$ cat config.mk
export PLATFORM = sky130hd
export DESIGN_NAME = rsa_io_ctrl_flat
export DESIGN_NICKNAME = d
export VERILOG_FILES = /design/src/rtl/rsa_io_ctrl_if.sv /design/src/rtl/rsa_io_ctrl.sv /design/src/flat_wrapper.sv
export SDC_FILE = /design/constraint.sdc
export NUM_CORES = 1
export LEC_CHECK = 0
export ABC_AREA = 1
export CORE_ASPECT_RATIO = 0.9
export CORE_MARGIN = 10
export CORE_UTILIZATION = 45
export DETAILED_ROUTE_END_ITERATION = 10
export GPL_TIMING_DRIVEN = 0
export HOLD_SLACK_MARGIN = 0.08
export PLACE_DENSITY = 0.72
export SLEW_MARGIN = 20
export SYNTH_ARGS = -nofsm -noshare
export SYNTH_HDL_FRONTEND = slang
export SYNTH_SLANG_ARGS = --single-unit
$ cat constraint.sdc
create_clock -name clk -period 3.7 [get_ports clk]
set_input_delay 0.555 -clock clk [delete_from_list [all_inputs] [get_ports clk]]
set_output_delay 0.555 -clock clk [all_outputs]
set_load 0.01 [all_outputs]
$ cat src/rtl/rsa_io_ctrl_if.sv
// Host bus and engine handshake bundle for the RSA loader/unloader.
// The controller uses the slave view; the board/engine side uses master.
interface rsa_io_ctrl_if #(
    parameter int BUS_W = 32,
    parameter int KEY_W = 64
);
    logic             wr;
    logic             rd;
    logic             key_keep;
    logic [BUS_W-1:0] din;
    logic [BUS_W-1:0] dout;
    logic             eng_start;
    logic [KEY_W-1:0] eng_base;
    logic [KEY_W-1:0] eng_exp;
    logic [KEY_W-1:0] eng_mod;
    logic             eng_done;
    logic [KEY_W-1:0] eng_result;
    logic             io_end;
    logic             busy;
    logic             err;
    logic [1:0]       stage;

    modport slave (
        input  wr, rd, key_keep, din, eng_done, eng_result,
        output dout, eng_start, eng_base, eng_exp, eng_mod, io_end, busy, err, stage
    );

    modport master (
        output wr, rd, key_keep, din, eng_done, eng_result,
        input  dout, eng_start, eng_base, eng_exp, eng_mod, io_end, busy, err, stage
    );
endinterface

$ cat src/rtl/rsa_io_ctrl.sv
// Host-side loader/unloader for the modular-exponentiation engine.
// Assembles base/exponent/modulus from bus words (LSW first), optionally
// reuses a previously loaded key, guards against a zero modulus, starts the
// engine with a one-cycle pulse and hands the result back word by word.
module rsa_io_ctrl #(
    parameter int BUS_W = 32,
    parameter int KEY_W = 64
) (
    input  logic          clk,
    input  logic          rstn,
    rsa_io_ctrl_if.slave  bus
);

    localparam int WORDS  = KEY_W / BUS_W;
    localparam int WIDX_W = (WORDS > 1) ? $clog2(WORDS) : 1;
    localparam logic [WIDX_W-1:0] LAST_IDX = WIDX_W'(WORDS - 1);

    typedef enum logic [1:0] {
        LOAD  = 2'd0,
        START = 2'd1,
        BUSY  = 2'd2,
        DONE  = 2'd3
    } state_t;

    state_t             state_q;
    logic               wr_prev_q;
    logic               rd_prev_q;
    logic [1:0]         stage_q;
    logic [WIDX_W-1:0]  widx_q;
    logic [WIDX_W-1:0]  ridx_q;
    logic               keyv_q;
    logic               keep_q;
    logic               err_q;
    logic               start_q;
    logic               io_end_q;
    logic               busy_q;
    logic [KEY_W-1:0]   base_q;
    logic [KEY_W-1:0]   exp_q;
    logic [KEY_W-1:0]   mod_q;
    logic [KEY_W-1:0]   result_q;

    logic               wrPulse;
    logic               rdPulse;
    logic               acceptWrite;
    logic [WIDX_W-1:0]  wordIdx;
    logic [1:0]         wordStage;
    logic               lastWord;
    logic               keepKey;

    // Edge detection and the effective write slot; a write in DONE restarts at base word 0.
    always_comb begin
        wrPulse     = bus.wr & ~wr_prev_q;
        rdPulse     = bus.rd & ~rd_prev_q;
        acceptWrite = wrPulse && ((state_q == LOAD) || (state_q == DONE));
        wordIdx     = (state_q == DONE) ? '0 : widx_q;
        wordStage   = (state_q == DONE) ? 2'd0 : stage_q;
        lastWord    = (wordIdx == LAST_IDX);
        keepKey     = ((wordStage == 2'd0) && (wordIdx == '0)) ? bus.key_keep : keep_q;
    end

    // Single control FSM: operand loading, engine handshake, readback and error tracking.
    always_ff @(posedge clk or negedge rstn) begin
        if (!rstn) begin
            state_q   <= LOAD;
            wr_prev_q <= 1'b0;
            rd_prev_q <= 1'b0;
            stage_q   <= 2'd0;
            widx_q    <= '0;
            ridx_q    <= '0;
            keyv_q    <= 1'b0;
            keep_q    <= 1'b0;
            err_q     <= 1'b0;
            start_q   <= 1'b0;
            io_end_q  <= 1'b0;
            busy_q    <= 1'b0;
            base_q    <= '0;
            exp_q     <= '0;
            mod_q     <= '0;
            result_q  <= '0;
        end else begin
            wr_prev_q <= bus.wr;
            rd_prev_q <= bus.rd;
            start_q   <= 1'b0;
            if (acceptWrite) begin
                io_end_q <= 1'b0;
                if ((wordStage == 2'd0) && (wordIdx == '0)) begin
                    keep_q <= bus.key_keep;
                end
                case (wordStage)
                    2'd0:    base_q[wordIdx*BUS_W +: BUS_W] <= bus.din;
                    2'd1:    exp_q[wordIdx*BUS_W +: BUS_W]  <= bus.din;
                    default: mod_q[wordIdx*BUS_W +: BUS_W]  <= bus.din;
                endcase
                if (!lastWord) begin
                    widx_q  <= wordIdx + 1'b1;
                    stage_q <= wordStage;
                    state_q <= LOAD;
                end else begin
                    widx_q <= '0;
                    if ((wordStage == 2'd0) && !(keepKey && keyv_q)) begin
                        stage_q <= 2'd1;
                        state_q <= LOAD;
                    end else if (wordStage == 2'd1) begin
                        stage_q <= 2'd2;
                        state_q <= LOAD;
                    end else begin
                        stage_q <= 2'd3;
                        state_q <= START;
                        if (wordStage == 2'd2) begin
                            keyv_q <= 1'b1;
                        end
                    end
                end
            end else begin
                case (state_q)
                    START: begin
                        if (wrPulse) begin
                            err_q <= 1'b1;
                        end
                        if (mod_q == '0) begin
                            result_q <= '0;
                            err_q    <= 1'b1;
                            io_end_q <= 1'b1;
                            ridx_q   <= '0;
                            state_q  <= DONE;
                        end else begin
                            start_q <= 1'b1;
                            busy_q  <= 1'b1;
                            state_q <= BUSY;
                        end
                    end
                    BUSY: begin
                        if (wrPulse) begin
                            err_q <= 1'b1;
                        end
                        if (bus.eng_done) begin
                            result_q <= bus.eng_result;
                            ridx_q   <= '0;
                            busy_q   <= 1'b0;
                            io_end_q <= 1'b1;
                            state_q  <= DONE;
                        end
                    end
                    DONE: begin
                        if (rdPulse) begin
                            ridx_q <= (ridx_q == LAST_IDX) ? '0 : ridx_q + 1'b1;
                        end
                    end
                    default: begin
                    end
                endcase
            end
        end
    end

    assign bus.dout      = result_q[ridx_q*BUS_W +: BUS_W];
    assign bus.eng_start = start_q;
    assign bus.eng_base  = base_q;
    assign bus.eng_exp   = exp_q;
    assign bus.eng_mod   = mod_q;
    assign bus.io_end    = io_end_q;
    assign bus.busy      = busy_q;
    assign bus.err       = err_q;
    assign bus.stage     = stage_q;

endmodule

$ cat src/flat_wrapper.sv
// flat-port wrapper written by rule: the top's interface ports become plain ports
module rsa_io_ctrl_flat 
#(
    parameter int BUS_W = 32,
    parameter int KEY_W = 64
)
  (clk, rstn, bus_wr, bus_rd, bus_key_keep, bus_din, bus_eng_done, bus_eng_result, bus_dout, bus_eng_start, bus_eng_base, bus_eng_exp, bus_eng_mod, bus_io_end, bus_busy, bus_err, bus_stage);
  rsa_io_ctrl_if #(.BUS_W(BUS_W), .KEY_W(KEY_W)) bus_i ();
  input  logic clk;
  input  logic rstn;
  input wire logic [$bits(bus_i.wr)-1:0] bus_wr;
  input wire logic [$bits(bus_i.rd)-1:0] bus_rd;
  input wire logic [$bits(bus_i.key_keep)-1:0] bus_key_keep;
  input wire logic [$bits(bus_i.din)-1:0] bus_din;
  input wire logic [$bits(bus_i.eng_done)-1:0] bus_eng_done;
  input wire logic [$bits(bus_i.eng_result)-1:0] bus_eng_result;
  output wire logic [$bits(bus_i.dout)-1:0] bus_dout;
  output wire logic [$bits(bus_i.eng_start)-1:0] bus_eng_start;
  output wire logic [$bits(bus_i.eng_base)-1:0] bus_eng_base;
  output wire logic [$bits(bus_i.eng_exp)-1:0] bus_eng_exp;
  output wire logic [$bits(bus_i.eng_mod)-1:0] bus_eng_mod;
  output wire logic [$bits(bus_i.io_end)-1:0] bus_io_end;
  output wire logic [$bits(bus_i.busy)-1:0] bus_busy;
  output wire logic [$bits(bus_i.err)-1:0] bus_err;
  output wire logic [$bits(bus_i.stage)-1:0] bus_stage;
  assign bus_i.wr = bus_wr;
  assign bus_i.rd = bus_rd;
  assign bus_i.key_keep = bus_key_keep;
  assign bus_i.din = bus_din;
  assign bus_i.eng_done = bus_eng_done;
  assign bus_i.eng_result = bus_eng_result;
  assign bus_dout = bus_i.dout;
  assign bus_eng_start = bus_i.eng_start;
  assign bus_eng_base = bus_i.eng_base;
  assign bus_eng_exp = bus_i.eng_exp;
  assign bus_eng_mod = bus_i.eng_mod;
  assign bus_io_end = bus_i.io_end;
  assign bus_busy = bus_i.busy;
  assign bus_err = bus_i.err;
  assign bus_stage = bus_i.stage;
  rsa_io_ctrl #(.BUS_W(BUS_W), .KEY_W(KEY_W)) u_core (.clk(clk), .rstn(rstn), .bus(bus_i));
endmodule
After elaboration in Yosys (flattened, before gate mapping) --
Index checks and enable logic that the tools add are counted.
Word-level totals: register bits 270, latch bits 0, bits in writable memories 0, ROM bits 0, output and inout bits 230, logic and storage cells 102, memories kept 0
Cells by class: $add $sub $neg 3, multipliers 0, div/mod/pow operators 0, order comparisons 0, eq/ne operators 11, shift operators 3, muxes and demuxes 37, bitwise gates (word level) 9, reductions and logical operators 23
Operators by type and width (number):
- 64-bit bitwise mux | 3
- 64-bit two-way mux | 2
- 64-bit one-hot mux with 2 select lines | 1
- 64-bit zero test | 1
- 32-bit by 34-bit variable shift with 64-bit output (first input constant) | 1
- 32-bit by 34-bit variable part select with 64-bit output | 1
- 64-bit by 7-bit variable part select with 32-bit output | 1
- 6-bit negator with 34-bit output | 1
- 1-bit two-way mux | 19
- 2-bit two-way mux | 7
- 2-bit AND reduction | 5
- 5-bit AND reduction | 2
- 4-bit AND reduction | 2
- 1-bit inverter | 7
- 2-bit == test (second input constant) | 3
- 1-bit one-hot mux with 2 select lines | 3
- 3-bit nonzero test | 2
- 2-bit by 1-bit == test with 1-bit output (second input constant) | 2
- 1-bit logical AND | 4
- 2-bit zero test | 2
- 2-bit by 1-bit != test with 1-bit output (second input constant) | 2
- 2-bit != test (second input constant) | 2
- 2-bit one-hot mux with 2 select lines | 1
- 3-bit by 1-bit != test with 1-bit output (second input constant) | 1
- 9 further kinds | 11

Longest topological paths before layout --
Gate-level depths: netlist of run 1.
depth in word-level cells 11, gate-level depth with buffers 12

Least setup slack after synthesis of run 1 --
No wires, ideal clock.
path kind register to register, start reg u_core.state_q[0], end reg u_core.mod_q[16], in the netlist u_core.bus.eng_mod[16], setup time 0.125 ns, arrival time 1.768 ns, required time 3.575 ns, slack 1.807 ns, stages on the path, launching flop included 9, period minus slack after synthesis 1.893 ns, cells stage by stage dfrtp_1 -> inv_1 -> ha_1 -> inv_2 -> nor2_8 -> inv_4 -> nor3_4 -> buf_6 -> mux2_2
Between the ends: longest elaborated chain between the ends 6, elaborated cells on any way between the ends 15
Ends and longest elaborated chain:
- from (decl) | RTL line rsa_io_ctrl.sv:25 | state_t state_q;
- from (signal assigned) | RTL line rsa_io_ctrl.sv:64 | state_q <= LOAD;
- from (signal assigned) | RTL line rsa_io_ctrl.sv:97 | state_q <= LOAD;
- from (signal assigned) | RTL line rsa_io_ctrl.sv:102 | state_q <= LOAD;
- parallel branches: the longest is 6 deep, another holds 6-bit negator with 34-bit output
- to (signal, indexed assignment) | RTL line rsa_io_ctrl.sv:92 | default: mod_q[wordIdx*BUS_W +: BUS_W] <= bus.din;
- to (decl) | RTL line rsa_io_ctrl.sv:39 | logic [KEY_W-1:0] mod_q;
Several ways; the timed one is not identified. A chain may end at the register's enable or synchronous reset.

Final worst setup path of run 1 --
start reg u_core.ridx_q, end out bus_dout[28]
Between the ends: longest elaborated chain between the ends 1
Ends and longest elaborated chain:
- from (decl) | RTL line rsa_io_ctrl.sv:30 | logic [WIDX_W-1:0] ridx_q;
- from (signal assigned) | RTL line rsa_io_ctrl.sv:146 | ridx_q <= (ridx_q == LAST_IDX) ? '0 : ridx_q + 1'b1;
- 64-bit by 7-bit variable part select with 32-bit output | RTL line rsa_io_ctrl.sv:156 | assign bus.dout = result_q[ridx_q*BUS_W +: BUS_W];
- to (decl) | RTL line flat_wrapper.sv:17 | output wire logic [$bits(bus_i.dout)-1:0] bus_dout;
No other way between the ends.

==> results of run 1 <==
==> sequential cells by signal, summed over array words and instances, names as in the netlist, 2 cells and up <==
name	flops
u_core.bus.eng_base	64
u_core.bus.eng_exp	64
u_core.bus.eng_mod	64
u_core.bus.stage	2
u_core.result_q	64
u_core.state_q	2
==> critical path, cell delays in order (launching register included) <==
cell and delay (ps):
dfrtp_1 320, clkbuf_1 350, buf_2 430, mux2_2 380, clkdlybuf4s50_1 520
==> per-stage QoR <==
step / hold slack [ps] / setup TNS, ps
6_report: 464 / 0
5_1_grt: 481 / 0
4_1_cts: 469 / 0
3_5_place_dp: 454 / 0
3_3_place_gp: 447 / -2618080
2_1_floorplan: 259 / 0
==> worst paths after layout <==
| path | to | depth (start not counted) | startpoint |
|---|---|---|---|
| setup / recovery | bus_dout[28] | 4 | u_core.ridx_q |
| hold / removal | u_core.result_q[61] | 2 | u_core.result_q[61] |
| setup reg to reg | u_core.bus.eng_mod[21] | 8 | u_core.state_q[0] |
| hold reg to reg | u_core.result_q[61] | 2 | u_core.result_q[61] |
| max in group asynchronous | u_core.result_q[23] | 4 | rstn |
| min in group asynchronous | u_core.bus.eng_exp[58] | 2 | rstn |
==> layer usage <==
metal / part of all wire / vias to the layer above / global-route usage
met5: 0 / - / 0
met4: 0.037 / 0 / 0.0886
met3: 0.088 / 72 / 0.0818
met2: 0.47 / 323 / 0.379
met1: 0.41 / 4822 / 0.293
li1: - / 4624 / -
==> logic make-up (layout without fill, tap and decap cells) <==
kind of cell	Yosys count	after routing
compound gates	142	142
fa+ha+maj	3	3
flops	270	270
other cells	0	2
mux	62	62
simple gates	624	624
buf+inv	119	506
==> power by group through the flow <==
stage               clock [W]  sequential [W]  combinational [W]
detailed placement          0         0.00496            0.00685
CTS                   0.00302         0.00495            0.00690
global placement            0         0.00493            0.00674
finish                0.00299         0.00496            0.00684
global route          0.00315         0.00510            0.00747
floorplan                   0         0.00530            0.00281
==> layout make-up <==
cell class	count	area share
flip-flops and latches	270	0.415
well taps	342	0.0263
inverters	50	0.0117
repair buffers	335	0.209
clock buffers	41	0.0497
diodes	2	0.000307
clock inverters	11	0.00967
plain buffers	69	0.0241
multi-input cells	831	0.254
==> placed cells by master (no fill, tap or decap), drive strengths merged, types with 2 or more instances in the layout <==
cell type,instances
o21ai,104
nand3,3
mux2,62
clkbuf,58
diode,2
buf,56
ha,3
nor3,2
nor2,118
bufinv,4
nand3b,65
inv,50
nand2,435
clkinv,6
a21oi,35
dfrtp,270
clkdlybuf4s50,330
==> metrics.txt, run 1 <==
critical path class=register to output pin; area share of xor/xnor cells in the synthesized design=0; P_leak=7.84 nW; maximum ir drop on the vdd rail=696 uV; Setup crit end kind=output pin; core region area=25100 sq um; later-pin clock latency in the skew report=550 ps; post-detailed-placement half-perimeter wirelength=29.0 mm; shortest clock period the worst path allows after layout=3080 ps; fraction of power spent switching nets=0.376; maximum number of pins on one net before global-route repair=79; Area contributors post-synth=dfrtp_1, nand2_1, nand3b_1; clock root buffer=clkbuf_16; total of endpoints with negative setup slack in the final report=0; count of TritonRoute iterations in the first routing pass=5; number of hold-repair buffers added at the cts stage=1; mean area per synthesized cell=9.41 sq um; RSZ-0062 raised after global routing=no; H-tree Lvls=1; share of the core filled with cells=0.649; DR DRC count=0; total standard cell area after synthesis=11500 sq um; antenna violations before repair=0; Clock Sinks=270; PD cells=907 nW/um^2; top post-synthesis cells by count=nand2_1, dfrtp_1, nor2_1, o21ai_0, nand3b_1; final clock period utilization by the worst path=0.833; combinational share of power=0.462; Worst Hold Class=register to register; cell count after placement=1896; worst clock skew on the final layout=11.7 ps; area occupied by multi-input gates=4150 sq um; largest family of logic cells by synthesized area=simple AND/OR/NAND/NOR gates; Longest Clk Path Bufs=3; synthesized netlist net count=1325; DRT iter0 DRCs=685; post-CTS setup buffer count=0; compound-gate portion of the synthesized area=0.0637; cell type with the largest total area after synthesis=dfrtp_1; FILL cells=2088; combined flip-flop and latch cell area=6760 sq um; starting density of the core=0.457; multiplexer area fraction after synthesis=0.0608; vias in the first global route=10200; count of nets after finishing=1691; post-layout total power=0.0148 W; global-route wire length before repair=60.3 mm; PnR worst setup slack=617 ps; share of layout cells above drive strength 1=0.0996; top-area cell type share of the netlist area=0.588; result of the run=finished, final reports clean; relative contribution of sequential cells to total power=0.335; crit path DAT=2530 ps; area share of fa/ha/maj cells after synthesis=0.00327; die area=32300 sq um; top-level I/O count=332; post-synthesis simple-gate area fraction=0.233; DR vias=9841; Async S/R FF share, synth=1.00; portion of total power attributed to the clock network=0.202; aggregate global routing overflow=0; routed len/inst=20.1 um; register-to-register path setup slack=1540 ps; Via density=5.04; fraction of the yosys area taken by sequential cells=0.588; Max Cap Viol=0; post-CTS clock slew at the launch and capture registers of the worst setup and hold paths=60 ps; width of the die=188 um; Post-DRT Antenna Nets=0; critical-path maximum fanout=10; type of origin of the critical path=register; Synthesis Warnings=0; most frequently used flop master after synthesis=dfrtp_1; internal power contribution=0.00922 W; instance area at placement=15300 sq um; Required @ worst endpoint=3140 ps; Layout Cell Area excl Fill=16300 sq um; Slew Limit Fails=0; Area growth syn-to-layout=41.9%; worst max-slew margin expressed relative to the limit=0.621; Final Hold Violating Endpoints=0; Total Wirelength=39.3 mm; number of cells produced by synthesis=1220; GP Congestion=0.849; net switching power of the design=0.00557 W; TritonCTS clock tree=built; die height=172 um; Post-synth EDFFs=0; pre-CTS setup slack=1190 ps; Overall Global Routing Usage=0.237; top-count cell post-synth=nand2_1; cts bufs inserted=29; total of flip-flops plus latches after synthesis=270; Synth cell types=31; total of cells resized after clock tree synthesis=0; Post-Layout Cell Count=1951; timing-limited maximum frequency=0.324 GHz; FP Rows=55; slew at the pin with the worst max-slew slack=569 ps; number of buffers inserted by port buffering=331
(Power assumes the default switching activity.)
==> run 2, diff against run 1 <==
==> constraint.sdc (replaced) <==
create_clock -name clk -period 3.06 [get_ports clk]
set_input_delay 0.459 -clock clk [delete_from_list [all_inputs] [get_ports clk]]
set_output_delay 0.459 -clock clk [all_outputs]
set_load 0.01 [all_outputs]
==> results of run 2 <==
Same layout as run 1 (identical final DEF). Status: finished, final reports clean.
Among the figures that moved: setup slack after placement 1190 ps -> 643 ps; setup slack after layout 617 ps -> 72.9 ps; hold slack 464 ps -> 388 ps; register-to-register setup slack 1540 ps -> 900 ps; end point of the worst hold path u_core.result_q[61] -> u_core.wr_prev_q; total power 0.0148 W -> 0.0179 W; worst IR drop on VDD 696 uV -> 841 uV
==> run 3, diff against run 2 <==
--- a/config.mk
+++ b/config.mk
@@ -13,6 +13,7 @@
 export GPL_TIMING_DRIVEN = 0
 export HOLD_SLACK_MARGIN = 0.08
 export PLACE_DENSITY = 0.72
+export RECOVER_POWER = 50
 export SLEW_MARGIN = 20
 export SYNTH_ARGS = -nofsm -noshare
 export SYNTH_HDL_FRONTEND = slang
==> run 3 against run 2 <==
Against the previous run: total power down 1.5%; utilization down 0.11 points; combinational power down 2.9%; critical path type unchanged; largest power group unchanged; the flow now finishes with violations (max-capacitance violations, max-slew violations); clock skew about the same; critical endpoint unchanged; critical path depth unchanged; sequential power down 0.7%.
==> metrics.txt, run 3 (synthesis results as in run 1) <==
routed len/inst=20.1 um (-0.20%); FILL cells=2094 (+0.29%); DR vias=9826 (-0.15%); worst max-slew margin expressed relative to the limit=-0.0879 (-0.709); post-detailed-placement half-perimeter wirelength=29.0 mm (unchanged); TritonCTS clock tree=built; global-route wire length before repair=60.3 mm (unchanged); count of TritonRoute iterations in the first routing pass=5 (unchanged); number of hold-repair buffers added at the cts stage=1 (unchanged); Total Neg Setup Slack=0 ps (unchanged); final clock period utilization by the worst path=0.976; die height=172 um (unchanged); maximum ir drop on the vdd rail=839 uV; Longest Clk Path Bufs=3 (unchanged); Worst Hold Class=register to register; FP Rows=55 (unchanged); Required @ worst endpoint=2600 ps; most frequent cells in the layout=nand2_1, dfrtp_1, clkdlybuf4s50_1; Worst path max stage delay=520 ps (about the same); Area growth syn-to-layout=41.6%; register-to-register path setup slack=510 ps; combined buffer and inverter count along the critical path=3 (unchanged); die area=32300 sq um (unchanged); number of buffers inserted by port buffering=331 (unchanged); Total Wirelength=39.2 mm (-0.20%); slew at the pin with the worst max-slew slack=1630 ps (+1060 ps); top-level I/O count=332 (unchanged); antenna violations before repair=2 (+2); post-CTS clock slew at the launch and capture registers of the worst setup and hold paths=60 ps (about the same); area occupied by multi-input gates=4130 sq um (-0.39%); cell type group with the largest total delay on the critical path=buffers and inverters; later-pin clock latency in the skew report=550 ps (about the same); share of layout cells above drive strength 1=0.0965 (-0.00311); cts bufs inserted=29 (unchanged); total of endpoints with negative setup slack in the final report=0 (unchanged); Post-DRT Antenna Nets=0 (unchanged); Setup crit end kind=output pin; Final Hold Violating Endpoints=0 (unchanged); critical path class=register to output pin; PD cells=1080 nW/um^2; Max Cap Viol=1 (+1); critical-path maximum fanout=10 (unchanged); H-tree Lvls=1 (unchanged); Worst Hold Slack=462 ps; count of nets after finishing=1691 (unchanged); post-CTS setup buffer count=0 (unchanged); P_leak=7.96 nW (+1.5%); RSZ-0062 raised after global routing=no; most common cell after layout, fill and taps aside=nand2_1; starting density of the core=0.457 (unchanged); clock root buffer=clkbuf_16; total of cells resized after clock tree synthesis=0 (unchanged); violations in the final reports=max-capacitance violations, max-slew violations; Slew Limit Fails=59 (+59); Clock Sinks=270 (unchanged); DR DRC count=0 (unchanged); worst clock skew on the final layout=11.8 ps (+0.0654 ps); core region area=25100 sq um (unchanged); Overall Global Routing Usage=0.237 (unchanged); result of the run=complete, but fails checks; timing-limited maximum frequency=0.335 GHz; shortest clock period the worst path allows after layout=2990 ps; Via density=5.04 (-0.15%); CP max stage cell=clkdlybuf4s50_1; crit path DAT=2530 ps (about the same); width of the die=188 um (unchanged); combined flip-flop and latch cell area=6760 sq um (unchanged); DRT iter0 DRCs=658 (-3.9%); chain of cells forming the critical path=clkbuf_1 -> buf_2 -> mux2_2 -> clkdlybuf4s50_1; GP Congestion=0.849 (unchanged); type of origin of the critical path=register; maximum number of pins on one net before global-route repair=79 (unchanged); vias in the first global route=10200 (unchanged); aggregate global routing overflow=0 (unchanged)
==> run 3: final timing paths <==
| kind | to | startpoint | depth (start not counted) |
|---|---|---|---|
| min reg2reg | u_core.bus.eng_exp[13] | u_core.bus.eng_exp[13] | 2 |
| min | u_core.bus.eng_exp[13] | u_core.bus.eng_exp[13] | 2 |
| max in group asynchronous | u_core.result_q[23] | rstn | 4 |
| max reg2reg | u_core.bus.eng_base[51] | u_core.state_q[0] | 9 |
| min in group asynchronous | u_core.bus.eng_base[55] | rstn | 2 |
| max | bus_dout[28] | u_core.ridx_q | 4 |
==> run 3: layer usage <==
metal | vias up | track usage | wire (um)
met5 | - | 0 | 0
met4 | 0 | 0.0886 | 1490
met3 | 72 | 0.0818 | 3390
met2 | 314 | 0.379 | 18300
met1 | 4819 | 0.293 | 16000
li1 | 4621 | - | -
==> run 3: power by group <==
group	switching [W]	internal, W	leakage (nW)
Combinational	0.00433	0.00369	4.03
Clock	0.00145	0.00217	0.476
Sequential	0.000911	0.00505	3.45
Total	0.00669	0.0109	7.96
==> run 3: cell type report <==
class | count | area share
antenna | 2 | 0.000308
buffer | 69 | 0.0240
clock buffer | 41 | 0.0498
clock inverter | 11 | 0.00969
inverter | 50 | 0.0117
multi-input combinational | 831 | 0.254
sequential | 270 | 0.415
tap | 342 | 0.0263
timing repair buffer | 335 | 0.209
==> run 3: metrics by stage <==
step	power, W	setup WS [ps]	cell area, sq um	util	std cells
floorplan	0.00981	1170	11500	-	1220
global placement	0.0141	-10270	15200	0.606	1893
detailed placement	0.0143	643	15300	0.610	1896
CTS	0.0180	58.0	16300	0.649	1949
global route	0.0187	4.47	16300	0.648	1950
finish	0.0176	74.5	16300	0.648	1951
==> run 3: worst register-to-register path: stages, from the launching register on <==
cell and delay [ps]:
dfrtp_1 400, inv_1 60, ha_1 320, inv_1 90
nor2_1 480, nand2_1 210, inv_1 200, nand2_4 150
clkbuf_1 310, o21ai_0 260
